<file path="src/rtl/updown_shift_counter_pkg.sv">
// Shared types for the up/down/shift counter: operation-select encodings.
package updown_shift_counter_pkg;

  typedef enum logic [2:0] {
    MODE_HOLD = 3'b000,
    MODE_UP   = 3'b001,
    MODE_DOWN = 3'b010,
    MODE_SHL  = 3'b011,
    MODE_SHR  = 3'b100,
    MODE_ROL  = 3'b101,
    MODE_ROR  = 3'b110,
    MODE_RSVD = 3'b111
  } mode_e;

endpackage

</file>
<file path="src/rtl/updown_shift_counter_if.sv">
// Control/data bundle for updown_shift_counter; master drives controls, slave owns Q and flags.
interface updown_shift_counter_if
  import updown_shift_counter_pkg::*;
#(
  parameter int unsigned SIZE = 16
);
  logic [SIZE-1:0] Initial;
  logic            Enable;
  mode_e           Mode;
  logic            Load;
  logic [SIZE-1:0] D;
  logic            SerialIn;
  logic            ClearOvf;
  logic [SIZE-1:0] Q;
  logic            SerialOut;
  logic            Terminal;
  logic            Overflow;

  modport master (
    output Initial, Enable, Mode, Load, D, SerialIn, ClearOvf,
    input  Q, SerialOut, Terminal, Overflow
  );

  modport slave (
    input  Initial, Enable, Mode, Load, D, SerialIn, ClearOvf,
    output Q, SerialOut, Terminal, Overflow
  );
endinterface

</file>
<file path="src/rtl/updown_shift_counter_next.sv">
// Pure combinational next-state for the register bank: next Q, bit shifted out, wrap event.
module updown_shift_next
  import updown_shift_counter_pkg::*;
#(
  parameter int unsigned    SIZE     = 16,
  parameter logic [SIZE-1:0] MAX     = '1,
  parameter bit             SATURATE = 1'b0
) (
  input  logic [SIZE-1:0] q,
  input  mode_e           mode,
  input  logic            serial_in,
  output logic [SIZE-1:0] q_next,
  output logic            shift_bit,
  output logic            shifting,
  output logic            wrap
);
  localparam logic [SIZE-1:0] ONE = SIZE'(1);

  // Per-mode next value; counting honours MAX, shifts/rotates use the full width.
  always_comb begin
    q_next    = q;
    shift_bit = 1'b0;
    shifting  = 1'b0;
    wrap      = 1'b0;
    unique case (mode)
      MODE_UP: begin
        if (q < MAX) begin
          q_next = q + ONE;
        end else begin
          q_next = SATURATE ? MAX : '0;
          wrap   = 1'b1;
        end
      end
      MODE_DOWN: begin
        if (q == '0) begin
          q_next = SATURATE ? '0 : MAX;
          wrap   = 1'b1;
        end else if (q > MAX) begin
          // Out-of-range start snaps to the top without flagging overflow.
          q_next = MAX;
        end else begin
          q_next = q - ONE;
        end
      end
      MODE_SHL: begin
        q_next    = {q[SIZE-2:0], serial_in};
        shift_bit = q[SIZE-1];
        shifting  = 1'b1;
      end
      MODE_SHR: begin
        q_next    = {serial_in, q[SIZE-1:1]};
        shift_bit = q[0];
        shifting  = 1'b1;
      end
      MODE_ROL: begin
        q_next    = {q[SIZE-2:0], q[SIZE-1]};
        shift_bit = q[SIZE-1];
        shifting  = 1'b1;
      end
      MODE_ROR: begin
        q_next    = {q[0], q[SIZE-1:1]};
        shift_bit = q[0];
        shifting  = 1'b1;
      end
      default: ;
    endcase
  end
endmodule

</file>
<file path="src/rtl/updown_shift_counter.sv">
// Selectable up/down counter, shifter and rotator with parallel load and sticky overflow.
module updown_shift_counter
  import updown_shift_counter_pkg::*;
#(
  parameter int unsigned     SIZE     = 16,
  parameter logic [SIZE-1:0] MAX      = '1,
  parameter bit              SATURATE = 1'b0
) (
  input logic                  Clock,
  input logic                  Reset,
  updown_shift_counter_if.slave bus
);
  logic [SIZE-1:0] q;
  logic            serial_out;
  logic            overflow;
  logic [SIZE-1:0] q_next;
  logic            shift_bit;
  logic            shifting;
  logic            wrap;
  logic            advance;

  updown_shift_next #(
    .SIZE    (SIZE),
    .MAX     (MAX),
    .SATURATE(SATURATE)
  ) u_next (
    .q        (q),
    .mode     (bus.Mode),
    .serial_in(bus.SerialIn),
    .q_next   (q_next),
    .shift_bit(shift_bit),
    .shifting (shifting),
    .wrap     (wrap)
  );

  assign advance = bus.Enable && !bus.Load;

  // Register bank with Reset > Load > Enable > hold; a set overflow beats a clear on the same edge.
  always_ff @(posedge Clock) begin
    if (Reset) begin
      q          <= bus.Initial;
      serial_out <= 1'b0;
      overflow   <= 1'b0;
    end else begin
      if (bus.Load) begin
        q <= bus.D;
      end else if (bus.Enable) begin
        q <= q_next;
        if (shifting) serial_out <= shift_bit;
      end
      if (advance && wrap) overflow <= 1'b1;
      else if (bus.ClearOvf) overflow <= 1'b0;
    end
  end

  // Terminal flags the bound in the selected counting direction, whether or not enabled.
  always_comb begin
    bus.Terminal = ((bus.Mode == MODE_UP) && (q >= MAX)) ||
                   ((bus.Mode == MODE_DOWN) && (q == '0));
  end

  assign bus.Q         = q;
  assign bus.SerialOut = serial_out;
  assign bus.Overflow  = overflow;
endmodule

</file>
<file path="src/flat_wrapper.sv">
// flat-port wrapper written by rule: the top's interface ports become plain ports
module updown_shift_counter_flat import updown_shift_counter_pkg::*;
#(
  parameter int unsigned     SIZE     = 16,
  parameter logic [SIZE-1:0] MAX      = '1,
  parameter bit              SATURATE = 1'b0
)
  (Clock, Reset, bus_Initial, bus_Enable, bus_Mode, bus_Load, bus_D, bus_SerialIn, bus_ClearOvf, bus_Q, bus_SerialOut, bus_Terminal, bus_Overflow);
  updown_shift_counter_if #(.SIZE(SIZE)) bus_i ();
  input logic Clock;
  input logic Reset;
  input wire logic [$bits(bus_i.Initial)-1:0] bus_Initial;
  input wire logic [$bits(bus_i.Enable)-1:0] bus_Enable;
  input wire logic [$bits(bus_i.Mode)-1:0] bus_Mode;
  input wire logic [$bits(bus_i.Load)-1:0] bus_Load;
  input wire logic [$bits(bus_i.D)-1:0] bus_D;
  input wire logic [$bits(bus_i.SerialIn)-1:0] bus_SerialIn;
  input wire logic [$bits(bus_i.ClearOvf)-1:0] bus_ClearOvf;
  output wire logic [$bits(bus_i.Q)-1:0] bus_Q;
  output wire logic [$bits(bus_i.SerialOut)-1:0] bus_SerialOut;
  output wire logic [$bits(bus_i.Terminal)-1:0] bus_Terminal;
  output wire logic [$bits(bus_i.Overflow)-1:0] bus_Overflow;
  assign bus_i.Initial = bus_Initial;
  assign bus_i.Enable = bus_Enable;
  assign bus_i.Mode = bus_Mode;
  assign bus_i.Load = bus_Load;
  assign bus_i.D = bus_D;
  assign bus_i.SerialIn = bus_SerialIn;
  assign bus_i.ClearOvf = bus_ClearOvf;
  assign bus_Q = bus_i.Q;
  assign bus_SerialOut = bus_i.SerialOut;
  assign bus_Terminal = bus_i.Terminal;
  assign bus_Overflow = bus_i.Overflow;
  updown_shift_counter #(.SIZE(SIZE), .MAX(MAX), .SATURATE(SATURATE)) u_core (.Clock(Clock), .Reset(Reset), .bus(bus_i));
endmodule
</file>
<file path="config.mk">
export PLATFORM = sky130hd
export DESIGN_NAME = updown_shift_counter_flat
export DESIGN_NICKNAME = d
export VERILOG_FILES = /design/src/rtl/updown_shift_counter_pkg.sv /design/src/rtl/updown_shift_counter_if.sv /design/src/rtl/updown_shift_counter_next.sv /design/src/rtl/updown_shift_counter.sv /design/src/flat_wrapper.sv
export SDC_FILE = /design/constraint.sdc
export NUM_CORES = 1
export LEC_CHECK = 0
export CAP_MARGIN = 20
export CORE_UTILIZATION = 46
export DETAILED_ROUTE_END_ITERATION = 10
export PLACE_DENSITY = 0.75
export RECOVER_POWER = 100
export SLEW_MARGIN = 20
export SYNTH_ARGS = -nofsm -noshare
export SYNTH_HDL_FRONTEND = slang
export SYNTH_HIERARCHICAL = 1
export SYNTH_SLANG_ARGS = --single-unit
</file>
<file path="constraint.sdc">
create_clock -name Clock -period 2.5 [get_ports Clock]
set_clock_uncertainty 0.2 [all_clocks]
set_input_delay 0.375 -clock Clock [delete_from_list [all_inputs] [get_ports Clock]]
set_output_delay 0.375 -clock Clock [all_outputs]
set_load 0.02 [all_outputs]
</file>
Yosys cells after proc, flatten, opt, wreduce, memory -nomap -nowiden
Index checks and enable logic that the tools add are counted.
{"block": "classes", "n_div": 0, "shifts": 0, "reduce_logical": 15, "n_eq_ne": 6, "n_mux": 14, "n_addsub": 2, "multipliers": 0, "bitwise": 1, "order_cmp": 3}
{"op": "2-to-1 mux 16 bit", "count": 6}
{"op": "case mux 16 bit (6 select lines)", "count": 1}
{"op": "adder 16 x 1 -> 16 bit, second input constant", "count": 1}
{"op": ">= comparator 16 bit, second input constant", "count": 1}
{"op": "greater-than comparator 16 bit, second input constant", "count": 1}
{"op": "logical NOT 16 bit", "count": 1}
{"op": "< comparator 16 bit, second input constant", "count": 1}
{"op": "subtractor 16 x 1 -> 16 bit, second input constant", "count": 1}
{"op": "== test 3 bit, second input constant", "count": 3}
{"op": "nonzero test 8 bit", "count": 1}
{"op": "== test 3 x 2 -> 1 bit, second input constant", "count": 2}
{"op": "2-to-1 mux 1 bit", "count": 5}
{"op": "logical AND 1 bit", "count": 4}
{"op": "case mux 1 bit (2 select lines)", "count": 2}
{"op": "OR reduction 2 bit", "count": 2}
{"op": "OR reduction 4 bit", "count": 1}
{"op": "== test 3 x 1 -> 1 bit, second input constant", "count": 1}
{"op": "AND reduction 3 bit", "count": 1}
{"op": "nonzero test 3 bit", "count": 1}
{"op": "AND reduction 2 bit", "count": 1}
{"op": "nonzero test 2 bit", "count": 1}
{"op": "logical NOT 1 bit", "count": 1}
{"op": "logical OR 1 bit", "count": 1}
{"op": "inverter 1 bit", "count": 1}
{"block": "word_totals", "mem_count": 0, "out_inout_bits": 19, "mem_bits_ro": 0, "ff_bits": 18, "latchBits": 0, "ram_bits": 0, "wordCells": 44, "input_bits": 41}

Depth between registers and ports, before layout
Gate-level depths: netlist (run 1).
{"block": "depth", "ltp_word": 7, "depth_mapped": 11, "ltp_nobuf": 9}

Hierarchy
The synthesis (run 1) kept the hierarchy.
{"mod": "updown_shift_next", "instances": 1, "area_each_um2": 1525.2, "seq_area_each_um2": 0.0, "cells_per_inst": 258}
{"mod": "updown_shift_counter", "instances": 1, "area_each_um2": 983.4, "seq_area_each_um2": 520.5, "cells_per_inst": 92}

Worst setup path before layout (run 1)
Ideal clock, no wire load.
{"block": "synth_timing", "kind": "register to register", "startpoint": "reg u_core.q[0], in the netlist u_core/bus.Q[0]", "endpoint": "reg u_core.q[11], in the netlist u_core/bus.Q[11], data pin", "path_slack_ps": -205, "setup_ps": 267, "n_path_buf": 3, "arrival_time_ps": 2238, "stages_incl_launch_ff": 12, "required_time_ps": 2033, "period_less_slack_ps": 2705, "path_cell_list": "edfxtp_1 > clkbuf_1 > inv_1 > ha_1 > and3_1 > buf_2 > and4_1 > buf_2 > a311oi_1 > o221ai_1 > mux2i_1 > o21ai_0"}
{"block": "synth_via", "elab_chain_cells": 7, "elab_cells_between_ends": 12, "classes_between": "2 x add/sub; 2 x order compare; 7 x mux; 1 x reduce/logical"}
{"element": "start: declaration", "line": "updown_shift_counter.sv:13", "source": "logic [SIZE-1:0] q;"}
{"element": "start signal: assignment", "line": "updown_shift_counter.sv:41", "source": "q <= bus.Initial;"}
{"element": "start signal: assignment", "line": "updown_shift_counter.sv:46", "source": "q <= bus.D;"}
{"element": "start signal: assignment", "line": "updown_shift_counter.sv:48", "source": "q <= q_next;"}
{"element": "subtractor 16 x 1 -> 16 bit or greater-than comparator 16 bit (tied branches)", "line": "updown_shift_counter_next.sv:42, updown_shift_counter_next.sv:38"}
{"element": "2-to-1 mux 16 bit", "line": "updown_shift_counter_next.sv:38", "source": "end else if (q > MAX) begin"}
{"element": "2-to-1 mux 16 bit", "line": "updown_shift_counter_next.sv:35", "source": "if (q == '0) begin"}
{"element": "case mux 16 bit (6 select lines) (*)", "line": "updown_shift_counter_next.sv:25", "source": "unique case (mode)"}
{"element": "via u_core.q_next[11]", "line": "updown_shift_counter.sv:16", "source": "logic [SIZE-1:0] q_next;"}
{"element": "2-to-1 mux 16 bit (*)", "line": "updown_shift_counter.sv:47", "source": "end else if (bus.Enable) begin"}
{"element": "2-to-1 mux 16 bit (*)", "line": "updown_shift_counter.sv:45", "source": "if (bus.Load) begin"}
{"element": "2-to-1 mux 16 bit (*)", "line": "updown_shift_counter.sv:40", "source": "if (Reset) begin"}
The timed path passes the listed nets; every way through them passes the cells marked *. The select of a mux whose other input is x is not followed.
A chain may end at the register's enable or synchronous reset.

Worst setup path after layout (run 1)
{"block": "layout_timing", "startpoint": "in bus_Mode[0]", "endpoint": "reg u_core.q[3], in the netlist u_core/bus.Q[3], data pin"}
{"block": "layout_via", "elab_chain_cells": 5, "elab_cells_between_ends": 10, "classes_between": "6 x eq/ne; 4 x mux"}
{"element": "start: declaration", "line": "flat_wrapper.sv:14", "source": "input wire logic [$bits(bus_i.Mode)-1:0] bus_Mode;"}
{"element": "== test 3 bit, or another cell as far along", "line": "updown_shift_counter_next.sv:25"}
{"element": "case mux 16 bit (6 select lines) (*)", "line": "updown_shift_counter_next.sv:25"}
{"element": "via u_core.q_next[3]", "line": "updown_shift_counter.sv:16"}
{"element": "2-to-1 mux 16 bit (*)", "line": "updown_shift_counter.sv:47"}
{"element": "2-to-1 mux 16 bit (*)", "line": "updown_shift_counter.sv:45"}
{"element": "2-to-1 mux 16 bit (*)", "line": "updown_shift_counter.sv:40"}
Marks and branches as above.

==> results.sh, run 1 <==
export IMPL_status="finished with violations"
export IMPL_violations="setup timing"
export IMPL_min_delay_worst_endpoint="u_core/bus.Overflow"
export IMPL_worstPathCellList="clkdlybuf4s50_1 > buf_6 > or3b_4 > buf_4 > a31oi_1 > o22ai_1 > o21ai_1 > mux2i_1 > o21ai_0"
export IMPL_io_pins=60
export IMPL_relSlewSlack=0.481
export IMPL_cts_root_buf="clkbuf_8"
export IMPL_worstSetupStartpointType="input port"
export IMPL_die_area_um2=5750
export IMPL_ys_warn_count=6
export IMPL_power_switching_w=0.000627
export IMPL_cp_startpoint="bus_Mode[0]"
export IMPL_p_int_w=0.000915
export IMPL_cts_tree="done"
export IMPL_final_cells=544
export IMPL_hpwl_um=7410
export IMPL_finalHoldViolCount=0
export IMPL_clk_path_buf_depth=2
export IMPL_die_y_um=75.9
export IMPL_avgSynthCellArea_um2=7.17
export IMPL_cap_violations=0
export IMPL_antenna_cells=0
export IMPL_swShare=0.407
export IMPL_reg2reg_depth=9
export IMPL_placed_cells_incl_taps=523
export IMPL_grt_max_degree=35
export IMPL_hold_depth=2
export IMPL_nets=518
export IMPL_vdd_drop_max_v=0.000323
export IMPL_path_clk_slew_ns=0.08
export IMPL_insertion_delay_ns=0.27
export IMPL_firstDrtPassIters=5
export IMPL_cp_top_family="buffers and inverters"
export IMPL_synth_main_ff_cell="edfxtp_1"
export IMPL_core_um2=5170
export IMPL_antenna_found_initial=0
export IMPL_yosysSeqAreaShare=0.207
export IMPL_pwr_share_clk=0.142
export IMPL_cp_data_required_time_ns=2.34
export IMPL_fin_ws_ns=-0.127
export IMPL_grt_pass1_wl_um=14800
export IMPL_vias_per_cell=6.29
export IMPL_grtUsageTotal=0.344
export IMPL_drtIter0Drc=358
export IMPL_final_layout_size_suffix_gt1_frac=0.308
export IMPL_place_congestion=0.942
export IMPL_initial_core_util=0.485
export IMPL_cts_sinks=18
export IMPL_hold_path_class="flip-flop to flip-flop"
export IMPL_critPathBufInv=3
export IMPL_setup_viol=6
export IMPL_cp_end_kind="flip-flop"
export IMPL_grt_pass1_vias=3008
export IMPL_synthesis_nets=393
export IMPL_wl_per_cell_um=19.6
export IMPL_rsz0062_at_grt="true"
export IMPL_drc=0
export IMPL_period_share=1.05
export IMPL_routed_wirelength_um=10700
export IMPL_crit_fanout=10
export IMPL_slew_violations=0
export IMPL_die_x_um=75.9
export IMPL_ys_ff_latch=18
export IMPL_cp_slowest_cell="clkdlybuf4s50_1"
export IMPL_hp_start="u_core/bus.Overflow"
export IMPL_worstPathArrival_ns=2.47
export IMPL_ctsHoldBuffers=0
export IMPL_power_leakage_nw=1.64
export IMPL_fmax_mhz=381
export IMPL_whs_ns=0.278
export IMPL_numPortBuffers=59
export IMPL_p_seq_frac=0.262
export IMPL_ff2ff_setup_slack_ns=-0.11
export IMPL_combPwrFrac=0.596
export IMPL_worstSetupPathType="input port to flip-flop"
export IMPL_final_min_clock_period_ns=2.63
export IMPL_max_stage_delay_ns=0.45
export IMPL_ctsHtreeMaxLevel=1
export IMPL_antenna_left=0
export IMPL_cts_buffers=3
export IMPL_overflow=0
export IMPL_via_count=3420
export IMPL_timing_rr_end="u_core/bus.Q[3]"
export IMPL_synth_async_reset_ratio=0
export IMPL_power_density_nw_per_um2=382
export IMPL_syn2layout_area_growth_pct=60.8
export IMPL_synthCells=350
export IMPL_rows=26
export IMPL_synth_edff_count=16
export IMPL_regToRegStartpoint="u_core/bus.Q[1]"
export IMPL_syn_cell_area_um2=2510
export IMPL_synthDistinctLibCells=60
export IMPL_worst_slew_pin_transition_ns=0.779
[registers in the layout (all words and copies together) (netlist names)]
| signal | flops |
|---|---|
| u_core/bus.Overflow | 1 |
| u_core/bus.Q | 16 |
| u_core/bus.SerialOut | 1 |
[metal layers]
metal	wire (um)	GRT usage	share of wire	vias to the layer above
li1	-	-	-	1557
met1	4080	0.440	0.38	1583
met2	5170	0.574	0.48	223
met3	823	0.0476	0.077	57
met4	611	0.150	0.057	0
met5	0	0	0	-
[worst max-delay path by stage]
stage                        to  slack [ns]  depth (start not counted)
6_report        u_core/bus.Q[3]       -0.13                          9
5_1_grt         u_core/bus.Q[3]       -0.12                          9
4_1_cts        u_core/bus.Q[11]       0.007                         10
3_5_place_dp       bus_Terminal       -0.51                          6
3_3_place_gp       bus_Terminal       -0.52                          6
2_1_floorplan  u_core/bus.Q[11]       0.006                         11
[Yosys cell counts (3+ instances only)]
cell,n,share of area
mux2i_1,21,0.084
clkbuf_1,19,0.028
and3_1,6,0.015
nor2_1,23,0.034
nand4_1,8,0.020
nand2_1,48,0.072
nand2b_1,4,0.010
nor2b_1,3,0.0075
a22oi_1,3,0.0090
a211oi_1,7,0.021
o211ai_1,4,0.012
xnor2_1,6,0.021
a21oi_1,19,0.038
o221ai_1,3,0.010
buf_2,13,0.026
edfxtp_1,16,0.19
nand3_1,15,0.030
nor3_1,10,0.020
nor4_1,6,0.015
a31oi_1,12,0.030
o22ai_1,5,0.012
inv_1,8,0.012
or3_1,3,0.0075
xor2_1,4,0.014
o21ai_0,33,0.066
[cell type report]
class                           count  area [um2]
Clock buffer                        3        41.3
Clock inverter                      1        3.75
Fill cell                         374        1140
Inverter                            8        30.0
Multi-Input combinational cell    288        1970
Sequential cell                    18         520
Tap cell                           70        87.6
Timing Repair Buffer              156        1380
[logic make-up after synthesis]
group | after synthesis | share of synthesized area
xor gates and xnor gates | 10 | 0.0349
buffers and inverters | 44 | 0.0753
DFF | 18 | 0.207
AOI/OAI and AO/OA | 103 | 0.257
muxes | 22 | 0.0883
and+or+nand+nor | 149 | 0.319
adders and majority gates | 4 | 0.0180
[power by group through the flow]
stage          Combinational, W  Clock, W  Sequential, W
6_report               0.000919  0.000219       0.000403
5_1_grt                0.000973  0.000229       0.000407
4_1_cts                0.000820  0.000211       0.000404
3_5_place_dp           0.000797         0       0.000409
3_3_place_gp           0.000780         0       0.000410
2_1_floorplan          0.000371         0       0.000453
[cells in the final DEF (no fill, tap or decap), types with 8 or more instances in the layout]
master           netlist  final
a21oi_1               19     17
a31oi_1               12     11
buf_4                  2     89
clkdlybuf4s50_1        0     52
edfxtp_1              16     16
inv_1                  8      8
mux2i_1               21     21
nand2_1               48     46
nand3_1               15     14
nand4_1                8      8
nor2_1                23     20
o21ai_0               33     28
[through the flow]
| stage | area, um2 | power [W] | utilization | worst slack (ns) | TNS [ns] |
|---|---|---|---|---|---|
| 2_1_floorplan | 2520 | 0.000825 | - | 0.00602 | 0 |
| 3_3_place_gp | 3660 | 0.00119 | 0.707 | -0.518 | -4.68 |
| 3_5_place_dp | 3660 | 0.00121 | 0.707 | -0.507 | -5.71 |
| 4_1_cts | 3810 | 0.00144 | 0.736 | 0.00688 | 0 |
| 5_1_grt | 4040 | 0.00161 | 0.780 | -0.119 | -1.13 |
| 6_report | 4040 | 0.00154 | 0.780 | -0.127 | -0.289 |
[timing repair]
item	in CTS	in global routing
setup endpoints to repair	16	18
cloned	1	0
endpoints found under the hold margin	0	0
pin swaps	6	10
buffers inserted	3	13
resized for setup	22	34
[tightest hold or removal path, delay by kind of cell, from the launching register on]
kind	cells	cell delay (ns)
AOI/OAI and AO/OA	1	0.06
DFF	1	0.31
and+or+nand+nor	1	0.06
Power figures use the tool's default switching activity.
==> run 2, diff against run 1 <==
--- a/config.mk
+++ b/config.mk
@@ -6,9 +6,9 @@
 export NUM_CORES = 1
 export LEC_CHECK = 0
 export CAP_MARGIN = 20
-export CORE_UTILIZATION = 46
+export CORE_UTILIZATION = 35
 export DETAILED_ROUTE_END_ITERATION = 10
-export PLACE_DENSITY = 0.75
+export PLACE_DENSITY = 0.59
 export RECOVER_POWER = 100
 export SLEW_MARGIN = 20
 export SYNTH_ARGS = -nofsm -noshare
==> results.sh, run 2 (synthesis gave the netlist of run 1 again) <==
export IMPL_drtIter0Drc=293
export IMPL_via_count=3263
export IMPL_die_y_um=86.7
export IMPL_finish_utilization=0.591
export IMPL_final_layout_size_suffix_gt1_frac=0.301
export IMPL_place_congestion=0.950
export IMPL_path_clk_slew_ns=0.07
export IMPL_cts_tree="done"
export IMPL_cts_buffers=3
export IMPL_firstDrtPassIters=5
export IMPL_cts_sinks=18
export IMPL_layout_commonest_cell="buf_4"
export IMPL_vdd_drop_max_v=0.000193
export IMPL_initial_core_util=0.365
export IMPL_power_leakage_nw=1.63
export IMPL_crit_fanout=6
export IMPL_die_area_um2=7510
export IMPL_hpwl_um=7340
export IMPL_vias_per_cell=5.74
export IMPL_final_min_clock_period_ns=2.49
export IMPL_numPortBuffers=59
export IMPL_cp_startpoint="u_core/bus.Q[1]"
export IMPL_finalHoldViolCount=0
export IMPL_antenna_found_initial=0
export IMPL_period_share=0.997
export IMPL_relSlewSlack=0.520
export IMPL_cp_data_required_time_ns=2.31
export IMPL_worst_slew_pin_transition_ns=0.721
export IMPL_max_stage_delay_ns=0.48
export IMPL_ff_latch_area_um2=520
export IMPL_cts_root_buf="clkbuf_8"
export IMPL_grt_pass1_wl_um=15100
export IMPL_status="finished clean"
export IMPL_syn2layout_area_growth_pct=61.8
export IMPL_fill_cells=655
export IMPL_cap_violations=0
export IMPL_clk_path_buf_depth=2
export IMPL_hp_start="u_core/bus.Overflow"
export IMPL_overflow=0
export IMPL_slew_violations=0
export IMPL_power_density_nw_per_um2=368
export IMPL_cp_end_kind="flip-flop"
export IMPL_worstPathCellList="ha_4 > nand4_4 > nor4_4 > a31oi_1 > buf_4 > a22oi_2 > o21ai_2 > mux2i_1 > o21ai_1"
export IMPL_antenna_left=0
export IMPL_p_total_w=0.00149
export IMPL_regToRegStartpoint="u_core/bus.Q[1]"
export IMPL_worstPathArrival_ns=2.30
export IMPL_final_cell_mix="85 x buf_4, 45 x nand2_1, 36 x clkdlybuf4s50_1"
export IMPL_antenna_cells=0
export IMPL_insertion_delay_ns=0.26
export IMPL_placed_area_um2=3660
export IMPL_cp_slowest_cell="edfxtp_1"
export IMPL_whs_ns=0.267
export IMPL_hold_path_class="flip-flop to flip-flop"
export IMPL_worstSetupStartpointType="flip-flop"
export IMPL_drc=0
export IMPL_grtUsageTotal=0.260
export IMPL_fmax_mhz=401
export IMPL_multiInputGateArea_um2=2000
export IMPL_rows=30
export IMPL_largest_reg_flops=16
export IMPL_cp_top_family="simple AND/OR/NAND/NOR gates"
export IMPL_worstSetupPathType="flip-flop to flip-flop"
export IMPL_setup_viol=0
export IMPL_rsz0062_at_grt="true"
export IMPL_grt_pass1_vias=2924
export IMPL_grt_max_degree=35
export IMPL_ctsHtreeMaxLevel=1
export IMPL_wl_per_cell_um=17.4
export IMPL_critPathBufInv=1
export IMPL_nets=517
export IMPL_die_x_um=86.7
export IMPL_io_pins=60
export IMPL_core_um2=6870
export IMPL_fin_area_um2=4060
export IMPL_routed_wirelength_um=9900
## run 2: cell count changes in the layout (fill, tap and decap cells not counted), sizes merged
cell,before,now
dlygate4sd3,4,19
clkinv,1,0
bufbuf,1,0
clkbuf,3,4
buf,97,96
clkdlybuf4s50,52,36
dlygate4sd2,2,3
## run 2: area by class of cell
cell class	count	share of cell area
well taps	96	0.0296
clock buffers	3	0.0102
multi-input cells	288	0.493
flip-flops and latches	18	0.128
repair buffers	155	0.331
inverters	8	0.00740
## run 2: where the power goes
| group | leakage, nW | switching (W) | internal [W] |
|---|---|---|---|
| sequential | 0.187 | 0.0000336 | 0.000368 |
| combinational | 1.43 | 0.000464 | 0.000423 |
| clock | 0.0216 | 0.0000981 | 0.000107 |
| total | 1.63 | 0.000596 | 0.000898 |
## run 2: worst paths after layout
path                          to  cells after the start  slack (ns)
max reg2reg      u_core/bus.Q[4]                      9       0.008
max              u_core/bus.Q[4]                      9       0.008
min reg2reg  u_core/bus.Overflow                      2        0.27
min          u_core/bus.Overflow                      2        0.27
## run 2: layer usage
layer,share of wire,global-route usage,up-vias
met5,0,0,-
met3,0.070,0.0343,14
met4,0.015,0.0485,0
met2,0.49,0.434,126
met1,0.43,0.360,1568
li1,-,-,1555
## run 2: timing repair
item,in CTS,in global routing
endpoints found under the setup margin,17,13
gates cloned,1,0
hold buffers,0,0
buffers inserted,5,12
gates resized for setup,24,41
pin swaps,10,12
## run 2: through the flow
step | TNS (ns) | worst slack [ns] | std cells
final | 0 | 0.00786 | 568
after global routing | -0.256 | -0.0751 | 568
after CTS | 0 | 0.000476 | 556
after detailed placement | -7.04 | -0.540 | 547
after global placement | -6.39 | -0.540 | 547
after floorplan | 0 | 0.00602 | 350
## run 2: worst min-delay path, cell delays in order (launching register included)
cell	delay (ns)
dfxtp_1	0.31
nand2b_1	0.06
a21oi_1	0.05
